`src/rtl/div_pkg.sv`:
```
// Shared definitions for the sequential restoring divider: FSM encoding,
// default operand width and the matching step-counter width.
package div_pkg;

  localparam int DIV_N_DEFAULT = 16;
  localparam int DIV_CNT_W     = $clog2(DIV_N_DEFAULT);

  typedef enum logic [1:0] {
    IDLE = 2'd0,
    BUSY = 2'd1,
    DONE = 2'd2
  } div_state_e;

endpackage

```
`src/rtl/div_step.sv`:
```
// One combinational radix-2 restoring step: shift {R,Q} left by one, then
// subtract D from the partial remainder when it fits and set the new quotient bit.
module div_step
  import div_pkg::*;
#(
  parameter int N = DIV_N_DEFAULT
) (
  input  logic [N-1:0] rem,
  input  logic [N-1:0] quo,
  input  logic [N-1:0] dvs,
  output logic [N-1:0] rem_next,
  output logic [N-1:0] quo_next
);

  // The shifted remainder needs one extra bit; after the conditional subtract it is back below D.
  logic [N:0] shifted_s;
  logic [N:0] diff_s;

  // Shift, trial-subtract and restore.
  always_comb begin
    shifted_s = {rem, quo[N-1]};
    diff_s    = shifted_s - {1'b0, dvs};
    if (shifted_s >= {1'b0, dvs}) begin
      rem_next = diff_s[N-1:0];
      quo_next = {quo[N-2:0], 1'b1};
    end else begin
      rem_next = shifted_s[N-1:0];
      quo_next = {quo[N-2:0], 1'b0};
    end
  end

endmodule

```
`src/rtl/div_seq.sv`:
```
// Sequential unsigned restoring divider, 2N/N -> N quotient + N remainder, one step per clock.
// Optional build macro DIV_EARLY_ERR_EN: error results leave BUSY after one cycle instead of N.
module div_seq
  import div_pkg::*;
#(
  parameter int N = DIV_N_DEFAULT
) (
  input  logic           clk,
  input  logic           rst_n,
  input  logic           in_valid,
  output logic           in_ready,
  input  logic [2*N-1:0] dividend,
  input  logic [N-1:0]   divisor,
  output logic           out_valid,
  input  logic           out_ready,
  output logic [N-1:0]   quotient,
  output logic [N-1:0]   remainder,
  output logic           err
);

  localparam int CW = $clog2(N);
  localparam logic [CW-1:0] CNT_LAST = CW'(N - 1);

  div_state_e    state_r, state_nx;
  logic [CW-1:0] cnt_r, cnt_nx;
  logic [N-1:0]  rem_r, rem_nx;
  logic [N-1:0]  quo_r, quo_nx;
  logic [N-1:0]  dvs_r, dvs_nx;
  logic          err_pend_r, err_pend_nx;
  logic          out_valid_r, out_valid_nx;
  logic [N-1:0]  quotient_r, quotient_nx;
  logic [N-1:0]  remainder_r, remainder_nx;
  logic          err_r, err_nx;
  logic [N-1:0]  step_rem_s;
  logic [N-1:0]  step_quo_s;
  logic          early_s;

  div_step #(.N(N)) u_step (
    .rem      (rem_r),
    .quo      (quo_r),
    .dvs      (dvs_r),
    .rem_next (step_rem_s),
    .quo_next (step_quo_s)
  );

`ifdef DIV_EARLY_ERR_EN
  assign early_s = err_pend_r;
`else
  assign early_s = 1'b0;
`endif

  assign in_ready  = (state_r == IDLE);
  assign out_valid = out_valid_r;
  assign quotient  = quotient_r;
  assign remainder = remainder_r;
  assign err       = err_r;

  // Next-state, datapath and result-register update logic.
  always_comb begin
    state_nx     = state_r;
    cnt_nx       = cnt_r;
    rem_nx       = rem_r;
    quo_nx       = quo_r;
    dvs_nx       = dvs_r;
    err_pend_nx  = err_pend_r;
    out_valid_nx = out_valid_r;
    quotient_nx  = quotient_r;
    remainder_nx = remainder_r;
    err_nx       = err_r;
    case (state_r)
      IDLE: begin
        if (in_valid) begin
          state_nx    = BUSY;
          rem_nx      = dividend[2*N-1:N];
          quo_nx      = dividend[N-1:0];
          dvs_nx      = divisor;
          cnt_nx      = '0;
          err_pend_nx = (divisor == '0) | (dividend[2*N-1:N] >= divisor);
        end else begin
          state_nx = IDLE;
        end
      end
      BUSY: begin
        // On a pending error Q is frozen so it still holds the low dividend half for the remainder.
        if (!err_pend_r) begin
          rem_nx = step_rem_s;
          quo_nx = step_quo_s;
        end else begin
          rem_nx = rem_r;
          quo_nx = quo_r;
        end
        cnt_nx = cnt_r + CW'(1);
        if ((cnt_r == CNT_LAST) || early_s) begin
          state_nx     = DONE;
          out_valid_nx = 1'b1;
          err_nx       = err_pend_r;
          if (err_pend_r) begin
            quotient_nx  = '1;
            remainder_nx = quo_r;
          end else begin
            quotient_nx  = step_quo_s;
            remainder_nx = step_rem_s;
          end
        end else begin
          state_nx = BUSY;
        end
      end
      DONE: begin
        if (out_ready) begin
          state_nx     = IDLE;
          out_valid_nx = 1'b0;
        end else begin
          state_nx = DONE;
        end
      end
      default: begin
        state_nx     = IDLE;
        out_valid_nx = 1'b0;
      end
    endcase
  end

  // State and datapath registers; reset discards any operation in flight.
  always_ff @(posedge clk or negedge rst_n) begin
    if (!rst_n) begin
      state_r     <= IDLE;
      cnt_r       <= '0;
      rem_r       <= '0;
      quo_r       <= '0;
      dvs_r       <= '0;
      err_pend_r  <= 1'b0;
      out_valid_r <= 1'b0;
      quotient_r  <= '0;
      remainder_r <= '0;
      err_r       <= 1'b0;
    end else begin
      state_r     <= state_nx;
      cnt_r       <= cnt_nx;
      rem_r       <= rem_nx;
      quo_r       <= quo_nx;
      dvs_r       <= dvs_nx;
      err_pend_r  <= err_pend_nx;
      out_valid_r <= out_valid_nx;
      quotient_r  <= quotient_nx;
      remainder_r <= remainder_nx;
      err_r       <= err_nx;
    end
  end

endmodule

```
`config.mk`:
```
export PLATFORM = sky130hd
export DESIGN_NAME = div_seq
export DESIGN_NICKNAME = d
export VERILOG_FILES = /design/src/rtl/div_pkg.sv /design/src/rtl/div_step.sv /design/src/rtl/div_seq.sv
export SDC_FILE = /design/constraint.sdc
export NUM_CORES = 1
export LEC_CHECK = 0
export CORE_MARGIN = 2
export CORE_UTILIZATION = 54
export CTS_CLUSTER_SIZE = 25
export DETAILED_ROUTE_END_ITERATION = 12
export PLACE_DENSITY = 0.83
export SYNTH_ARGS = -nofsm -noshare
export SYNTH_HDL_FRONTEND = slang
export SYNTH_SLANG_ARGS = --single-unit
```
`constraint.sdc`:
```
create_clock -name clk -period 2.6 [get_ports clk]
set_clock_uncertainty 0.05 [all_clocks]
set_input_delay 0.39 -clock clk [delete_from_list [all_inputs] [get_ports clk]]
set_output_delay 0.39 -clock clk [all_outputs]
set_load 0.02 [all_outputs]
```
==> results.yml <==
synthesis:
  avgSynthCellArea_sq_um: 8.45
  synth_area_sq_mm: 0.00523
  seq_area_frac_synth_pct: 42.6
  synthFlopType: "dfrtp_1"
  synth_top_area_share_pct: 42.6
  synth-seq-cells: 89
  synth_edf_count: 0
  yosys-top-cells-area: "dfrtp_1, ha_1, nand2_1"
  ys_types: 50
  async_flop_share_pct: 100
  netlist.top_cell.by_area: "dfrtp_1"
  syn_inst: 619
  synth_fp_nets: 705
  synth-warning-count: 0
timing:
  hold_viol: 0
  setup_viol: 0
  slew_violations: 0
  fmax_mhz: 397
  worst_slew_pin_slew_ps: 691
  timing.final.crit_share_pct: 96.9
  slew_headroom_pct: 53.5
  timing.final.crit_period_ps: 2520
  layout_setup_ws_ps: 81.6
routing:
  dr_total_vias: 4917
  drt-initial-drc-count: 336
  ant_nets: 0
  drtPass1Iterations: 5
  avgRoutedWirePerCell_um: 17.5
  drt-total-wl_mm: 14.7
  vias_per_cell: 5.83
  drc_errors: 0
critical_path:
  crit_cells: 9
  critPathRequiredTime_ps: 2790
  endpoint_kind: "flop"
  crit_chain: "ha_1, o21ai_0, nand2b_1, o211ai_2, a31oi_2, nand2b_4, buf_4, mux2i_1, o21ai_0"
  cp-start-kind: "flop"
  critPathMaxStageDelay_ps: 430
  worst_path_most_repeated_cell: "o21ai_0"
  rr_worst_depth: 9
  slowest_stage: "dfrtp_1"
  critical_path_buf_inv_count: 1
  path_delay_family: "compound AO/OA/AOI/OAI gates"
  crit_type: "flop to flop"
  crit_fanout: 6
  crit_arrival_ps: 2710
clocking:
  cts_buffer_depth: 2
  cts.sinks: 89
  worstSkewPairLatency_ps: 370
  numCtsBuffers: 9
  path_clk_slew_ps: 100
  cts_tree: "done"
  h-tree-depth: 3
  cts_root_buffer: "clkbuf_8"
global_routing:
  grt_pass1_wl_mm: 23.1
  grt_overflow: 0
  grt_pass1_vias: 4750
  grt_usage_pct: 28.5
  grt_antenna_before_repair: 0
  grt_start_max_net_pins: 47
placement:
  place.gp.congestion: 0.925
  dp.cells: 822
  portBuffers: 86
  dp_hpwl_mm: 11.0
  place_ws_ps: 21.1
finish:
  n_antenna_cell: 0
  layout_commonest_cell: "nand2_1"
  layout.cells.non_filler: 843
  drive_above_1_share_pct: 10.1
  fillCellCount: 737
  final_cell_mix: "nand2_1, dfrtp_1, clkdlybuf4s50_1"
  nets: 795
  area_growth_syn_to_layout_pct: 26.7
hold_path:
  hold_class: "flop to flop"
  min_path_cells: 2
floorplan:
  initial_utilization_pct: 56.1
  num_io_pins: 87
  placementRows: 35
  core_sq_mm: 0.00933
  dieWidth_um: 102
  die_h_um: 102
  design.die.area_sq_mm: 0.0105
power:
  leakage_uw: 0.00304
  p_per_area_mw_per_mm2: 1460
  ir_drop_uv: 796
outcome:
  outcome: "finished, final reports clean"
flow_run:
  maxCapViolCount: 0
[synth_stat cells, types with 4 or more instances]
master,number
nand2_1,107
dfrtp_1,89
o21ai_0,70
a21oi_1,54
nor2_1,42
inv_1,40
ha_1,33
clkbuf_1,29
a31oi_1,19
mux2i_1,14
and3_1,12
o22ai_1,10
nand2b_1,8
nand3_1,8
xnor2_1,8
or3_1,7
nor4_1,6
nand3b_1,5
nand4_1,5
xor2_1,5
o21ai_1,4
[cell families after synthesis]
kind of cell             share of synthesized area [%]
adder cells (fa/ha/maj)                           8.27
buffers and inverters                             5.91
flip-flops                                        42.6
AO/OA/AOI/OAI                                     20.1
multiplexers                                      2.89
AND/OR/NAND/NOR                                   18.1
XOR/XNOR                                          2.18
[registers in the layout (all words and copies together), names as in the netlist]
| signal | cells |
|---|---|
| quotient | 16 |
| rem_r | 16 |
| state_r | 2 |
| quo_r | 16 |
| dvs_r | 16 |
| err_pend_r | 1 |
| err | 1 |
| cnt_r | 4 |
| remainder | 16 |
| out_valid | 1 |
[area by class of cell]
cell class | count | area [sq um] | share of cell area [%]
timing repair buffer | 114 | 1110 | 16.7
inverter | 40 | 150 | 2.26
clock inverter | 6 | 50.0 | 0.755
sequential | 89 | 2230 | 33.6
tap | 129 | 161 | 2.43
clock buffer | 10 | 128 | 1.92
multi-input combinational | 455 | 2810 | 42.3
[report_power, final]
part / internal (uW) / leakage, uW / switching [uW] / total [uW]
combinational: 2640 / 0.00187 / 3590 / 6230
sequential: 2040 / 0.00108 / 476 / 2520
clock: 360 / 0.0000839 / 545 / 905
total: 5040 / 0.00304 / 4610 / 9650
[stage by stage]
stage	util (%)	power, uW	instance area [sq um]	setup TNS [ps]	hold WS [ps]
after floorplan	-	6320	5230	0	44.4
after global placement	67.6	8090	6310	0	375
after detailed placement	67.6	8230	6310	0	378
after CTS	69.7	9170	6500	0	425
after global routing	71.1	10300	6630	-172	439
final	71.1	9650	6630	0	422
[worst reg2reg max path, cell delays in order (launching register included)]
cell and delay [ps]:
dfrtp_1 430, ha_1 430, o21ai_0 170, nand2b_1 170, o211ai_2 130, a31oi_2 210, nand2b_4 170, buf_4 160
mux2i_1 330, o21ai_0 140
[final timing paths]
kind,from,to,slack (ps)
hold reg to reg,quotient[7]$_DFFE_PN0P_,quotient[7]$_DFFE_PN0P_,420
setup / recovery,rem_r[5]$_DFFE_PN0P_,remainder[15]$_DFFE_PN0P_,80
hold / removal,quotient[7]$_DFFE_PN0P_,quotient[7]$_DFFE_PN0P_,420
setup reg to reg,rem_r[5]$_DFFE_PN0P_,remainder[15]$_DFFE_PN0P_,80
max in group asynchronous,rst_n,rem_r[8]$_DFFE_PN0P_,1320
min in group asynchronous,rst_n,quotient[9]$_DFFE_PN0P_,510
[metal layers]
layer | routed length (um) | global-route usage, %
met5 | 0 | 0
met4 | 252 | 7.49
met3 | 962 | 5.06
met2 | 7220 | 48.5
met1 | 6290 | 37.6
[what timing repair did]
item,in CTS,in global routing
hold buffers,1,0
setup endpoints to repair,2,30
resized for setup,2,22
hold endpoints to repair,35,0
pin swaps,1,7
setup buffers,0,4
Power figures use the tool's default switching activity.
